**src/rtl/note_key_if.sv**
```systemverilog
// Display-side bundle carrying the accepted {TOM, nota} note code, its
// valid flag, the press/release strobes and the multi-key flag.
// The encoder drives it through the master modport; the seven-segment
// note display consumes it through the slave modport.
interface note_key_if;
    logic       TOM;
    logic [2:0] nota;
    logic       valid;
    logic       press;
    logic       release_strobe;
    logic       multi;

    modport master (
        output TOM,
        output nota,
        output valid,
        output press,
        output release_strobe,
        output multi
    );

    modport slave (
        input TOM,
        input nota,
        input valid,
        input press,
        input release_strobe,
        input multi
    );
endinterface

```
**src/rtl/note_key_encoder.sv**
```systemverilog
// Note keyboard front end: synchronises the 8 raw note keys and the tone
// switch, priority-encodes the lowest pressed key, debounces presses and
// releases over DEB_CYCLES stable cycles, and presents a registered
// {TOM, nota} code with valid, press/release strobes and a multi-key flag.
module note_key_encoder #(
    parameter int DEB_CYCLES = 16,
    parameter int CNT_W      = 5
) (
    input  logic         clk,
    input  logic         rst_n,
    input  logic [7:0]   key,
    input  logic         tom_sw,
    note_key_if.master   disp
);

    typedef enum logic [1:0] {
        ST_IDLE,
        ST_DEBOUNCE,
        ST_HELD,
        ST_RELEASE
    } state_t;

    localparam logic [CNT_W-1:0] CNT_LAST = CNT_W'(DEB_CYCLES - 1);

    logic [8:0]       sync1, sync2;
    logic [7:0]       key_s;
    logic             tom_s;

    logic             any;
    logic [2:0]       idx;
    logic [3:0]       cand;
    logic             multi_n;

    state_t           state, state_n;
    logic [3:0]       ref_code, ref_n;
    logic [CNT_W-1:0] cnt, cnt_n;
    logic [3:0]       code_q, code_n;
    logic             valid_q, valid_n;
    logic             press_q, press_n;
    logic             rel_q, rel_n;
    logic             multi_q;

    // Two-flop synchroniser for the 9 asynchronous raw inputs.
    always_ff @(posedge clk or negedge rst_n) begin
        if (!rst_n) begin
            sync1 <= '0;
            sync2 <= '0;
        end else begin
            // NOTE: non-blocking assignments make both flops sample the
            // pre-edge values, giving a true two-stage pipeline.
            sync1 <= {tom_sw, key};
            sync2 <= sync1;
        end
    end

    assign key_s = sync2[7:0];
    assign tom_s = sync2[8];

    // Candidate code: lowest-numbered pressed key plus the tone bit.
    always_comb begin
        // NOTE: every output of a combinational block gets a default before
        // any branch, so no path can leave it unassigned and infer a latch.
        any     = |key_s;
        idx     = '0;
        multi_n = ($countones(key_s) > 1);
        for (int i = 7; i >= 0; i--) begin
            if (key_s[i]) begin
                idx = 3'(i);
            end
        end
        cand = {tom_s, idx};
    end

    // Debounce FSM: next state, reference/counter updates and strobes.
    always_comb begin
        state_n = state;
        ref_n   = ref_code;
        cnt_n   = cnt;
        code_n  = code_q;
        valid_n = valid_q;
        press_n = 1'b0;
        rel_n   = 1'b0;

        unique case (state)
            ST_IDLE: begin
                if (any) begin
                    ref_n   = cand;
                    cnt_n   = '0;
                    state_n = ST_DEBOUNCE;
                end
            end

            ST_DEBOUNCE: begin
                if (any) begin
                    if (cand == ref_code) begin
                        if (cnt == CNT_LAST) begin
                            code_n  = ref_code;
                            valid_n = 1'b1;
                            press_n = 1'b1;
                            state_n = ST_HELD;
                        end else begin
                            cnt_n = cnt + CNT_W'(1);
                        end
                    end else begin
                        ref_n = cand;
                        cnt_n = '0;
                    end
                end else begin
                    // A still-valid code has to debounce its release too.
                    cnt_n   = '0;
                    state_n = valid_q ? ST_RELEASE : ST_IDLE;
                end
            end

            ST_HELD: begin
                if (!any) begin
                    cnt_n   = '0;
                    state_n = ST_RELEASE;
                end else if (cand != ref_code) begin
                    // Old code stays on the display while the new one settles.
                    ref_n   = cand;
                    cnt_n   = '0;
                    state_n = ST_DEBOUNCE;
                end
            end

            ST_RELEASE: begin
                if (!any) begin
                    if (cnt == CNT_LAST) begin
                        valid_n = 1'b0;
                        rel_n   = 1'b1;
                        state_n = ST_IDLE;
                    end else begin
                        cnt_n = cnt + CNT_W'(1);
                    end
                end else if (cand == code_q) begin
                    // Short dropout of the displayed key: resume silently and
                    // re-anchor the reference so HELD compares against it.
                    ref_n   = cand;
                    state_n = ST_HELD;
                end else begin
                    ref_n   = cand;
                    cnt_n   = '0;
                    state_n = ST_DEBOUNCE;
                end
            end

            default: begin
                state_n = ST_IDLE;
            end
        endcase
    end

    // State, reference, counter and registered outputs.
    always_ff @(posedge clk or negedge rst_n) begin
        if (!rst_n) begin
            state    <= ST_IDLE;
            ref_code <= '0;
            cnt      <= '0;
            code_q   <= '0;
            valid_q  <= 1'b0;
            press_q  <= 1'b0;
            rel_q    <= 1'b0;
            multi_q  <= 1'b0;
        end else begin
            state    <= state_n;
            ref_code <= ref_n;
            cnt      <= cnt_n;
            code_q   <= code_n;
            valid_q  <= valid_n;
            press_q  <= press_n;
            rel_q    <= rel_n;
            multi_q  <= multi_n;
        end
    end

    assign disp.TOM            = code_q[3];
    assign disp.nota           = code_q[2:0];
    assign disp.valid          = valid_q;
    assign disp.press          = press_q;
    assign disp.release_strobe = rel_q;
    assign disp.multi          = multi_q;

endmodule

```
**src/flat_wrapper.sv**
```systemverilog
// flat-port wrapper written by rule: the top's interface ports become plain ports
module note_key_encoder_flat 
#(
    parameter int DEB_CYCLES = 16,
    parameter int CNT_W      = 5
)
  (clk, rst_n, key, tom_sw, disp_TOM, disp_nota, disp_valid, disp_press, disp_release_strobe, disp_multi);
  note_key_if disp_i ();
  input  logic clk;
  input  logic rst_n;
  input  logic [7:0] key;
  input  logic tom_sw;
  output wire logic [$bits(disp_i.TOM)-1:0] disp_TOM;
  output wire logic [$bits(disp_i.nota)-1:0] disp_nota;
  output wire logic [$bits(disp_i.valid)-1:0] disp_valid;
  output wire logic [$bits(disp_i.press)-1:0] disp_press;
  output wire logic [$bits(disp_i.release_strobe)-1:0] disp_release_strobe;
  output wire logic [$bits(disp_i.multi)-1:0] disp_multi;
  assign disp_TOM = disp_i.TOM;
  assign disp_nota = disp_i.nota;
  assign disp_valid = disp_i.valid;
  assign disp_press = disp_i.press;
  assign disp_release_strobe = disp_i.release_strobe;
  assign disp_multi = disp_i.multi;
  note_key_encoder #(.DEB_CYCLES(DEB_CYCLES), .CNT_W(CNT_W)) u_core (.clk(clk), .rst_n(rst_n), .key(key), .tom_sw(tom_sw), .disp(disp_i));
endmodule
```
**config.mk**
```make
export PLATFORM = sky130hd
export DESIGN_NAME = note_key_encoder_flat
export DESIGN_NICKNAME = d
export VERILOG_FILES = /design/src/rtl/note_key_if.sv /design/src/rtl/note_key_encoder.sv /design/src/flat_wrapper.sv
export SDC_FILE = /design/constraint.sdc
export NUM_CORES = 1
export LEC_CHECK = 0
export CAP_MARGIN = 0
export CORE_ASPECT_RATIO = 1.1
export CORE_UTILIZATION = 30
export DETAILED_ROUTE_END_ITERATION = 12
export GPL_ROUTABILITY_DRIVEN = 0
export GPL_TIMING_DRIVEN = 1
export HOLD_SLACK_MARGIN = 0.08
export PLACE_DENSITY_LB_ADDON = 0.12
export SLEW_MARGIN = 20
export SYNTH_ARGS = -nofsm -noshare
export SYNTH_HDL_FRONTEND = slang
export SYNTH_SLANG_ARGS = --single-unit
export TNS_END_PERCENT = 5
```
**constraint.sdc**
```tcl
create_clock -name clk -period 2.6 [get_ports clk]
set_clock_uncertainty 0.15 [all_clocks]
set_input_delay 0.65 -clock clk [delete_from_list [all_inputs] [get_ports clk]]
set_output_delay 0.65 -clock clk [all_outputs]
set_load 0.005 [all_outputs]
```
# Word level (Yosys, flattened, before mapping)
# Cells that the tools add are included.
# word_totals
mem_bits_rw	0
wordCells	96
output_inout_bits	8
rom_bits	0
latchBits	0
register_bits	37
memories	0
input_bits	11
# classes
reduce_logical	9
muxes	46
bitwise_logic	0
eq_ne	22
n_lt_le_gt_ge	1
shift	0
add_sub_neg	8
multipliers	0
n_div	0
# ops
operator	n
$add A32 B32 Y32	3
$mux W5	8
$gt A32 B2 Y1 const B	1
$mux W3	8
$mux W2	10
$mux W4	5
$pmux W5 S4	1
$ne A2 B1 Y1 const B	8
$ne A3 B3 Y1 const B	4
$pmux W4 S3	1
$mux W1	11
$reduce_and A5 Y1	2
$add A1 B1 Y2	4
$eq A4 B4 Y1	2
$pmux W2 S4	1
$reduce_or A8 Y1	1
$reduce_and A6 Y1	1
$add A5 B1 Y5 const B	1
$eq A5 B4 Y1 const B	1
$eq A2 B2 Y1 const B	2
$ne A2 B2 Y1 const B	2
$ne A4 B4 Y1	1
$reduce_and A4 Y1	1
$ne A3 B1 Y1 const B	1
other kinds (6)	6

# Longest topological paths before layout
# logic_depth
word_depth	12
ltp_mapped	10
ltp_nobuf	10

# Least setup slack after synthesis
# OpenSTA, ideal clock, no wires.
# synth_timing
kind	reg2reg
from	reg u_core.sync2[0]
to	reg u_core.multi_q, in the netlist u_core.disp.multi
required_time_ns	2.323
arrival_ns	2.379
stages_incl_launch_ff	8
period_less_slack_ns	2.656
setup_ns	0.127
n_path_buf	0
path_slack_ns	-0.056
cell_sequence	dfrtp_1 ha_1 fa_1 fa_1 ha_1 inv_1 fa_1 nand3b_1
# synth_between
elab_chain_len	4
# synth_lines
item	line_no	text
start: declaration	note_key_encoder.sv:25	logic [8:0] sync1, sync2;
start signal: assignment	note_key_encoder.sv:52	sync2 <= sync1;
$add A1 B1 Y2 (implied by the code)	note_key_encoder.sv:65	multi_n = ($countones(key_s) > 1);
$add A32 B32 Y32 (implied by the code) (2 in series)	note_key_encoder.sv:65	
$gt A32 B2 Y1	note_key_encoder.sv:65	
via u_core.multi_n	note_key_encoder.sv:32	logic multi_n;
end signal: assignment	note_key_encoder.sv:173	multi_q <= multi_n;
end: declaration	note_key_encoder.sv:41	logic multi_q;
# The timed path passes the listed nets, and every way through them passes these cells.
# A chain may end at the register's enable or synchronous reset.

# Worst setup path in the final report
# layout_timing
from	reg u_core.sync2[3]
to	reg u_core.multi_q, in the netlist u_core.disp.multi
# Same word-level chain as after synthesis.

==> flow_summary.ini <==
[clock_network]
clock_latency_ns = 0.30
htree_levels = 2
path_clk_slew_ns = 0.08
post-cts-setup-buffers = 0
clock-root-buffer = clkbuf_8
cts_tree = yes
hold_buffers = 0
cts_inserted_buffers = 5
clock_path_buffers = 2
cts.sinks = 37

[final_layout]
drive_gt1_frac = 0.282
diodes = 0
seqCellArea_um2 = 926
area_delta_synth_final_pct = 27.0
n_fill_cell = 630
multi_input_area_um2 = 1130
nNetsFinal = 247

[sta]
hold_viol = 0
setup_violations = 1
slew_violations = 0
slew_headroom = 0.440
rsz0062_at_grt = true
clock.fmax_mhz = 381
hold-worst-slack_ns = 0.200
worst_pin_slew_ns = 0.839
finalCriticalPeriod_ns = 2.62
fin_crit_sh = 1.01
setup_tns_ns = -0.0219
setup_ws_ns = -0.0219

[hold_path]
hp-class = flop to flop

[logic_synthesis]
netlist_top_cells_count = dfrtp_1 (37), inv_1 (24), ha_1 (17)
syn_inst = 174
yosys.cell_types.count = 51
syn_avg_cell_area_um2 = 12.0
synth_seq_cells = 37
ys_dominant_reg_cell = dfrtp_1
ys_async_sr_fraction = 1.00
synth_edf_count = 0
yosysSeqAreaShare = 0.444
synth.area.top_cells = dfrtp_1 (44%), ha_1 (10%), inv_1 (4.3%), fa_1 (3.8%), mux2i_1 (2.9%)
synth_area_um2 = 2080
synth.largest_area_cell = dfrtp_1
yosys_warnings = 0
yosysTopAreaCellShare = 0.444
synth_nets = 206
yosysMostFrequentCell = dfrtp_1

[flow_run]
maxCapViolCount = 0

[route]
wl_met1_um = 2180
drt.antenna.violating_nets = 0
vias = 1483
drcViolationCount = 0
wl_per_cell_um = 15.3
firstDrtPassIters = 4
wl_met2_um = 2160
drtIter0Drc = 42
wl_met3_um = 135
top_layer_used = met4
via_per_inst = 4.98
wl_um = 4550

[placed_design]
preCtsSetupSlack_ns = -0.0531
dp_hpwl_um = 3330
io_buffers = 18

[global_routing]
antenna_found_initial = 0
grt_overflow = 0
grt_pass1_vias = 1610
grt_max_degree = 38
track_usage = 0.141
grt_pass1_wl_um = 7540

[pwr]
peakVddDrop_mv = 0.264
p_leak_nw = 1.15
total_power_mw = 1.65
power.density_nw_per_um2 = 622

[floorplanning]
core_um2 = 6630
die_x_um = 81.5
die_h_um = 89.4
io_pins = 19
num_rows = 31
initial_core_util = 0.314
dieArea_um2 = 7280

[critical_path]
critical_path.top_delay_family = adder cells
crit_path_cell_trace = ha_2, fa_1, fa_1, ha_2, inv_2, fa_1, nand3b_1
crit_type = flop to flop
crit_required_ns = 2.64
critPathLaunchType = flop
critPathCaptureType = flop
crit_fanout = 3
cp.buffers_inverters = 1
crit_arrival_ns = 2.66
crit_path_top_delay_cell = fa_1
cpMostUsedCell = fa_1
max_stage_delay_ns = 0.50

[run_status]
failed_checks = setup timing
status = finished with violations
[cell usage in the layout (no fill, tap or decap), types with 4 or more instances in the layout]
master and n:
a31o_2 4, nand2_1 4, clkdlybuf4s50_1 17, buf_4 16, nor2_1 8, dfrtp_1 37, ha_1 13, inv_1 22
clkbuf_8 5, ha_2 4, mux2i_1 6, a31oi_1 5
[per-stage QoR]
step / instance area [um2] / std cells / utilization
final: 2650 / 298 / 0.399
after global routing: 2650 / 298 / 0.399
after CTS: 2600 / 298 / 0.392
after detailed placement: 2500 / 290 / 0.377
after global placement: 2500 / 290 / 0.377
after floorplan: 2090 / 174 / -
[cells by family after synthesis]
kind of cell             after synthesis  share of synthesized area
flip-flops                            37                      0.444
multiplexers                          11                     0.0613
AO/OA/AOI/OAI                         41                      0.168
AND/OR/NAND/NOR                       36                      0.120
buffers and inverters                 25                     0.0450
adder cells (fa/ha/maj)               21                      0.141
XOR/XNOR                               3                     0.0216
[state kept, by name, indices dropped and copies added, names as in the netlist, 2 cells and up]
register,flops
u_core.cnt,5
u_core.code_q,4
u_core.ref_code,4
u_core.state,2
u_core.sync1,9
u_core.sync2,9
[worst paths after layout]
check / from / to / slack [ns] / cells after the start
min: u_core.sync1[6] / u_core.sync2[6] / 0.20 / 0
max reg2reg: u_core.sync2[3] / u_core.disp.multi / -0.02 / 7
max: u_core.sync2[3] / u_core.disp.multi / -0.02 / 7
min in group asynchronous: rst_n / u_core.sync2[7] / 0.30 / 1
max in group asynchronous: rst_n / u_core.cnt[2] / 1.46 / 1
min reg2reg: u_core.sync1[6] / u_core.sync2[6] / 0.20 / 0
[where the power goes]
part           internal (mW)  switching (mW)
clock                  0.185           0.220
combinational          0.273           0.306
sequential             0.624          0.0383
[area by class of cell]
class / instances / share of cell area
clock buffers: 5 / 0.0260
clock inverters: 3 / 0.00662
inverters: 24 / 0.0340
multi-input cells: 112 / 0.426
flip-flops and latches: 37 / 0.350
well taps: 82 / 0.0388
repair buffers: 35 / 0.119
[timing repair]
item | 4_1_cts | 5_1_grt
gates resized for setup | 2 | 11
pin swaps | 2 | 6
setup endpoints to repair | 3 | 17
[metal layers]
layer / vias to the layer above / global-route usage
li1: 712 / -
met1: 739 / 0.176
met2: 27 / 0.229
met3: 5 / 0.0337
met4: 0 / 0.0666
met5: - / 0
(Power assumes the default switching activity.)
